$ cat config.mk
export PLATFORM = sky130hd
export DESIGN_NAME = alu_muldiv_seq_flat
export DESIGN_NICKNAME = d
export VERILOG_FILES = /design/src/rtl/muldiv_pkg.sv /design/src/rtl/muldiv_if.sv /design/src/rtl/alu.sv /design/src/rtl/alu_muldiv_seq.sv /design/src/flat_wrapper.sv
export SDC_FILE = /design/constraint.sdc
export NUM_CORES = 1
export LEC_CHECK = 0
export BUFFER_PORTS_ARGS = -buffer_cell sky130_fd_sc_hd__buf_2
export CAP_MARGIN = 30
export CORE_MARGIN = 2
export CORE_UTILIZATION = 40
export CTS_BUF_LIST = sky130_fd_sc_hd__clkbuf_16
export DETAILED_ROUTE_END_ITERATION = 8
export HOLD_SLACK_MARGIN = 0.06
export MAX_ROUTING_LAYER = met4
export SYNTH_ARGS = -nofsm -noshare
export SYNTH_HDL_FRONTEND = slang
export SYNTH_HIERARCHICAL = 1
export SYNTH_SLANG_ARGS = --single-unit
$ cat constraint.sdc
create_clock -name clk -period 5.63 [get_ports clk]
set_input_delay 1.126 -clock clk [delete_from_list [all_inputs] [get_ports clk]]
set_output_delay 1.126 -clock clk [all_outputs]
set_load 0.02 [all_outputs]
$ cat src/rtl/muldiv_pkg.sv
// Shared constants and state encoding for the shift-add multiply / restoring divide sequencer.
package muldiv_pkg;
  localparam logic [2:0] ALU_ADD = 3'b000;
  localparam logic [2:0] ALU_SUB = 3'b001;
  localparam logic [2:0] ALU_SLT = 3'b100;

  localparam logic OP_MUL = 1'b0;
  localparam logic OP_DIV = 1'b1;

  localparam int         ITER     = 16;
  localparam logic [4:0] CNT_LAST = 5'(ITER - 1);

  typedef enum logic [2:0] {
    ST_IDLE    = 3'd0,
    ST_MUL     = 3'd1,
    ST_DIV_CMP = 3'd2,
    ST_DIV_SUB = 3'd3,
    ST_DONE    = 3'd4
  } state_t;
endpackage

$ cat src/rtl/muldiv_if.sv
// Start/done coprocessor bus between the core pipeline and the mul/div sequencer.
interface muldiv_if #(parameter int WIDTH = 16);
  logic             start;
  logic             op;
  logic [WIDTH-1:0] a;
  logic [WIDTH-1:0] b;
  logic             busy;
  logic             done;
  logic [WIDTH-1:0] result_lo;
  logic [WIDTH-1:0] result_hi;
  logic             zero;
  logic             div_by_zero;

  modport master (output start, op, a, b,
                  input  busy, done, result_lo, result_hi, zero, div_by_zero);
  modport slave  (input  start, op, a, b,
                  output busy, done, result_lo, result_hi, zero, div_by_zero);
endinterface

$ cat src/rtl/alu.sv
// Single-cycle datapath ALU; slt is an unsigned compare returning 1 or 0.
module alu
  import muldiv_pkg::*;
#(parameter int WIDTH = 16)
(
  input  logic [WIDTH-1:0] a,
  input  logic [WIDTH-1:0] b,
  input  logic [2:0]       alu_cntrl,
  output logic [WIDTH-1:0] result
);
  always_comb begin
    result = '0;
    case (alu_cntrl)
      ALU_ADD: result = a + b;
      ALU_SUB: result = a - b;
      3'b010:  result = a & b;
      3'b011:  result = a | b;
      ALU_SLT: result = {{(WIDTH-1){1'b0}}, (a < b)};
      default: result = '0;
    endcase
  end
endmodule

$ cat src/rtl/alu_muldiv_seq.sv
// Multi-cycle unsigned multiply (low half) and restoring divide, one ALU op per cycle.
module alu_muldiv_seq
  import muldiv_pkg::*;
#(parameter int WIDTH = 16)
(
  input  logic     clk,
  input  logic     rst_n,
  muldiv_if.slave  bus
);
  state_t           state_q, state_d;
  logic [WIDTH-1:0] acc_q, mcand_q, mplier_q, rem_q, quo_q, divisor_q;
  logic [4:0]       cnt_q;
  logic             ge_q;
  logic [WIDTH-1:0] result_lo_q, result_hi_q;
  logic             zero_q, dbz_q;

  logic [WIDTH-1:0] alu_a, alu_b, alu_y;
  logic [2:0]       alu_cntrl;
  logic [WIDTH-1:0] rem_s, acc_next, rem_next, quo_next;
  logic             accept, last;

  assign accept = ((state_q == ST_IDLE) || (state_q == ST_DONE)) && bus.start;
  assign last   = (cnt_q == CNT_LAST);

  // rem < 2^k before step k, so the shifted-in remainder never overflows WIDTH bits
  assign rem_s    = {rem_q[WIDTH-2:0], quo_q[WIDTH-1]};
  assign acc_next = mplier_q[0] ? alu_y : acc_q;
  assign rem_next = ge_q ? alu_y : rem_s;
  assign quo_next = {quo_q[WIDTH-2:0], ge_q};

  always_comb begin
    alu_a     = '0;
    alu_b     = '0;
    alu_cntrl = ALU_ADD;
    case (state_q)
      ST_MUL:     begin alu_a = acc_q; alu_b = mcand_q;   alu_cntrl = ALU_ADD; end
      ST_DIV_CMP: begin alu_a = rem_s; alu_b = divisor_q; alu_cntrl = ALU_SLT; end
      ST_DIV_SUB: begin alu_a = rem_s; alu_b = divisor_q; alu_cntrl = ALU_SUB; end
      default:    ;
    endcase
  end

  alu #(.WIDTH(WIDTH)) u_alu (
    .a         (alu_a),
    .b         (alu_b),
    .alu_cntrl (alu_cntrl),
    .result    (alu_y)
  );

  always_comb begin
    state_d = state_q;
    case (state_q)
      ST_IDLE, ST_DONE: begin
        if (!bus.start)             state_d = ST_IDLE;
        else if (bus.op == OP_MUL)  state_d = ST_MUL;
        else if (bus.b == '0)       state_d = ST_DONE;
        else                        state_d = ST_DIV_CMP;
      end
      ST_MUL:     if (last) state_d = ST_DONE;
      ST_DIV_CMP: state_d = ST_DIV_SUB;
      ST_DIV_SUB: state_d = last ? ST_DONE : ST_DIV_CMP;
      default:    state_d = ST_IDLE;
    endcase
  end

  always_ff @(posedge clk or negedge rst_n) begin
    if (!rst_n) state_q <= ST_IDLE;
    else        state_q <= state_d;
  end

  always_ff @(posedge clk or negedge rst_n) begin
    if (!rst_n) begin
      acc_q       <= '0;
      mcand_q     <= '0;
      mplier_q    <= '0;
      rem_q       <= '0;
      quo_q       <= '0;
      divisor_q   <= '0;
      cnt_q       <= '0;
      ge_q        <= 1'b0;
      result_lo_q <= '0;
      result_hi_q <= '0;
      zero_q      <= 1'b0;
      dbz_q       <= 1'b0;
    end else if (accept) begin
      cnt_q <= '0;
      if (bus.op == OP_MUL) begin
        acc_q    <= '0;
        mcand_q  <= bus.a;
        mplier_q <= bus.b;
      end else if (bus.b != '0) begin
        rem_q     <= '0;
        quo_q     <= bus.a;
        divisor_q <= bus.b;
      end else begin
        result_lo_q <= '1;
        result_hi_q <= bus.a;
        zero_q      <= 1'b0;
        dbz_q       <= 1'b1;
      end
    end else begin
      case (state_q)
        ST_MUL: begin
          acc_q    <= acc_next;
          mcand_q  <= {mcand_q[WIDTH-2:0], 1'b0};
          mplier_q <= {1'b0, mplier_q[WIDTH-1:1]};
          cnt_q    <= cnt_q + 5'd1;
          if (last) begin
            result_lo_q <= acc_next;
            result_hi_q <= '0;
            zero_q      <= (acc_next == '0);
            dbz_q       <= 1'b0;
          end
        end
        ST_DIV_CMP: ge_q <= (alu_y == '0);
        ST_DIV_SUB: begin
          rem_q <= rem_next;
          quo_q <= quo_next;
          cnt_q <= cnt_q + 5'd1;
          if (last) begin
            result_lo_q <= quo_next;
            result_hi_q <= rem_next;
            zero_q      <= (quo_next == '0);
            dbz_q       <= 1'b0;
          end
        end
        default: ;
      endcase
    end
  end

  assign bus.busy        = (state_q == ST_MUL) || (state_q == ST_DIV_CMP) || (state_q == ST_DIV_SUB);
  assign bus.done        = (state_q == ST_DONE);
  assign bus.result_lo   = result_lo_q;
  assign bus.result_hi   = result_hi_q;
  assign bus.zero        = zero_q;
  assign bus.div_by_zero = dbz_q;
endmodule

$ cat src/flat_wrapper.sv
// flat-port wrapper written by rule: the top's interface ports become plain ports
module alu_muldiv_seq_flat import muldiv_pkg::*;
#(parameter int WIDTH = 16)
  (clk, rst_n, bus_start, bus_op, bus_a, bus_b, bus_busy, bus_done, bus_result_lo, bus_result_hi, bus_zero, bus_div_by_zero);
  muldiv_if #(.WIDTH(WIDTH)) bus_i ();
  input  logic clk;
  input  logic rst_n;
  input wire logic [$bits(bus_i.start)-1:0] bus_start;
  input wire logic [$bits(bus_i.op)-1:0] bus_op;
  input wire logic [$bits(bus_i.a)-1:0] bus_a;
  input wire logic [$bits(bus_i.b)-1:0] bus_b;
  output wire logic [$bits(bus_i.busy)-1:0] bus_busy;
  output wire logic [$bits(bus_i.done)-1:0] bus_done;
  output wire logic [$bits(bus_i.result_lo)-1:0] bus_result_lo;
  output wire logic [$bits(bus_i.result_hi)-1:0] bus_result_hi;
  output wire logic [$bits(bus_i.zero)-1:0] bus_zero;
  output wire logic [$bits(bus_i.div_by_zero)-1:0] bus_div_by_zero;
  assign bus_i.start = bus_start;
  assign bus_i.op = bus_op;
  assign bus_i.a = bus_a;
  assign bus_i.b = bus_b;
  assign bus_busy = bus_i.busy;
  assign bus_done = bus_i.done;
  assign bus_result_lo = bus_i.result_lo;
  assign bus_result_hi = bus_i.result_hi;
  assign bus_zero = bus_i.zero;
  assign bus_div_by_zero = bus_i.div_by_zero;
  alu_muldiv_seq #(.WIDTH(WIDTH)) u_core (.clk(clk), .rst_n(rst_n), .bus(bus_i));
endmodule
==> results.json <==
{
  "status": "finished clean",
  "dr.first_iter.drc_count": 667,
  "core_area_sq_um": 22030,
  "cp.required_ps": 5960,
  "grt_pass1_vias": 7158,
  "numCtsBuffers": 17,
  "grt_first_pass_wirelength_um": 42060,
  "syn_to_final_growth_pct": 13.31,
  "crit_path_max_incr_delay_ps": 610,
  "ys_top_cells_by_area": "dfrtp_1 38%, ha_1 7.1%, mux2_2 4.5%",
  "fin_cells": 1311,
  "cts.sinks": 138,
  "drv_slew": 0,
  "critPathMaxFanout": 23,
  "dr.pass1.iters": 5,
  "cellInternalPower_uw": 3470,
  "yosysSeqAreaShare_pct": 38.23,
  "endpoint": "u_core/bus.zero",
  "syn_area_per_cell_sq_um": 9.245,
  "fin_area_sq_um": 10230,
  "wl_per_cell_um": 20.26,
  "initial_core_util_pct": 41.01,
  "ant_nets": 0,
  "cap_viol_max_count": 0,
  "hold_path.class": "register to register",
  "ys_types": 74,
  "cts_setup_buffers": 0,
  "synth_area_sq_um": 9032,
  "htree_levels": 4,
  "crit_chain": "nor3b_4 > buf_4 > a22o_1 > inv_1 > ha_1 > o21ba_2 > or4_1 > a31oi_1 > a2111oi_0 > a211oi_1 > xor2_1 > o22ai_1 > nor4_1 > nand4_1 > o32a_1 > o211ai_1",
  "gp_congestion": 0.9024,
  "worstPathArrival_ps": 5100,
  "cts_buffer_depth": 2,
  "diodes": 0,
  "yosys_warnings": 6,
  "p_per_area_nw_per_um2": 628.9,
  "cp-start-kind": "register",
  "synth_top_area_share_pct": 38.23,
  "p_sw_share_pct": 46.09,
  "hold_viol": 0,
  "fin_crit_sh_pct": 84.81,
  "pwr-share-comb_pct": 55.3,
  "post-route-min-period_ps": 4775,
  "syn_inst": 977,
  "clockRootBuffer": "clkbuf_16",
  "setup_viol": 0,
  "cp-startpoint": "u_core/state_q[0]",
  "async_reset_ff_share_pct": 100.0,
  "r2r_setup_slack_ps": 860,
  "cts_tree": "yes",
  "path_clk_slew_ps": 60,
  "vias": 7539,
  "power_switching_uw": 2967,
  "vias_per_cell": 5.751,
  "seq_power_share_pct": 26.6,
  "clkPwrFrac_pct": 18.1,
  "hold_buffers": 0,
  "placed_cells": 1278,
  "reg2reg_to": "u_core/bus.zero",
  "synth_largest_area_cell": "dfrtp_1",
  "die_x_um": 154.3,
  "worst_pin_slew_ps": 947.6,
  "synth_edf_count": 0,
  "rsz0062_at_grt": "false",
  "end_kind": "register",
  "drt_wl_total_um": 26560,
  "clock_latency_ps": 420,
  "peakVddDrop_mv": 0.3036,
  "grt_antenna_before_repair": 0,
  "setup_slack_ps": 855.0,
  "hpwl_um": 19680,
  "place_ws_ps": 1018,
  "maxSlewHeadroom_pct": 36.63,
  "dieArea_sq_um": 23800,
  "rr_worst_depth": 16,
  "port-buffer-count": 71,
  "synthMostInstantiatedCell": "dfrtp_1",
  "cp_slowest_cell": "dfrtp_1",
  "skew_ps": 9.441,
  "setup_tns_ps": 0,
  "nets": 1107,
  "drive_gt1_share_pct": 19.79,
  "placed_area_sq_um": 9594,
  "drc": 0,
  "ys.flop_type": "dfrtp_1",
  "grt.overflow.total": 0,
  "track_usage_pct": 23.45,
  "pin_count": 72,
  "rows": 54,
  "r2r_start": "u_core/state_q[0]",
  "cts_resized": 0,
  "grt_max_degree": 104,
  "p_leak_uw": 0.004843,
  "yosys-top-cells-count": "138 x dfrtp_1, 105 x nand2_1, 80 x nor2_1",
  "path_class": "register to register",
  "die_h_um": 154.3,
  "max_freq_ghz": 0.2094,
  "ys_ff_latch": 138
}
[layout make-up]
cell class | instances | area (sq um)
fillers | 2076 | 11790
multi-input cells | 721 | 5066
flip-flops and latches | 138 | 3453
repair buffers | 86 | 549.3
clock buffers | 17 | 425.4
well taps | 280 | 350.3
inverters | 54 | 202.7
clock inverters | 15 | 187.7
[cells in the final DEF, fill, tap and decap left out, types with 17 or more instances in the layout]
| master | instances |
|---|---|
| dfrtp_1 | 138 |
| nand2_1 | 105 |
| nor2_1 | 80 |
| buf_2 | 70 |
| o21ai_0 | 67 |
| inv_1 | 54 |
| ha_1 | 51 |
| a21oi_1 | 50 |
| mux2i_1 | 38 |
| mux2_2 | 36 |
| a22o_1 | 33 |
| a21o_1 | 30 |
| a31oi_1 | 19 |
| clkbuf_16 | 17 |
| or2_2 | 17 |
[critical path: cells and delay by family, from the launching register on]
kind	cells	cell delay, ps
xor gates and xnor gates	1	200
AOI/OAI and AO/OA	8	1850
and+or+nand+nor	4	1270
DFF	1	610
adders and majority gates	1	320
buffers and inverters	2	420
[worst min path at each step]
stage                         endpoint  slack (ps)           startpoint  cells past startpoint
3_3_place_gp       u_core/mplier_q[15]         480  u_core/mplier_q[15]                      2
6_report           u_core/mplier_q[15]         490  u_core/mplier_q[15]                      2
3_5_place_dp       u_core/mplier_q[15]         480  u_core/mplier_q[15]                      2
5_1_grt        u_core/bus.result_lo[8]         500                rst_n                      1
2_1_floorplan      u_core/mplier_q[15]         450  u_core/mplier_q[15]                      2
4_1_cts            u_core/mplier_q[15]         490  u_core/mplier_q[15]                      2
[stage by stage]
| step | power, uW | util, % | hold slack, ps |
|---|---|---|---|
| 2_1_floorplan | 4212 | - | 449.7 |
| 3_3_place_gp | 5152 | 43.17 | 477.0 |
| 3_5_place_dp | 5207 | 43.56 | 479.0 |
| 4_1_cts | 6400 | 46.34 | 493.7 |
| 5_1_grt | 6910 | 46.47 | 498.0 |
| 6_report | 6436 | 46.47 | 490.3 |
[cell families after synthesis]
family                   count (synthesis)  synth area share [%]
AND/OR/NAND/NOR                        284                 15.31
AO/OA/AOI/OAI                          280                 20.86
flip-flops                             138                 38.23
buffers and inverters                  119                 5.818
multiplexers                            87                 10.78
adder cells (fa/ha/maj)                 53                 7.508
XOR/XNOR                                15                 1.454
other                                    1               0.04152
[routing by layer]
| metal | track usage, % | part of all wire [%] |
|---|---|---|
| met1 | 33.50 | 48 |
| met3 | 3.727 | 5.5 |
| met4 | 7.363 | 2.4 |
| met2 | 34.27 | 45 |
| met5 | - | 0 |
[state kept, by name, indices dropped and copies added (netlist names)]
register / flops
u_core/mplier_q: 16
u_core/state_q: 3
u_core/bus.result_lo: 16
u_core/bus.div_by_zero: 1
u_core/cnt_q: 5
u_core/rem_q: 15
u_core/mcand_q: 16
u_core/ge_q: 1
u_core/quo_q: 16
u_core/bus.zero: 1
u_core/bus.result_hi: 16
u_core/acc_q: 16
u_core/divisor_q: 16
[power groups by stage]
| stage | logic, uW | registers, uW | clock network [uW] |
|---|---|---|---|
| 2_1_floorplan | 2590 | 1620 | 0 |
| 3_3_place_gp | 3390 | 1760 | 0 |
| 3_5_place_dp | 3490 | 1720 | 0 |
| 4_1_cts | 3510 | 1700 | 1180 |
| 5_1_grt | 3930 | 1750 | 1230 |
| 6_report | 3560 | 1710 | 1170 |
Note: power is estimated with default switching activity, not from simulation.
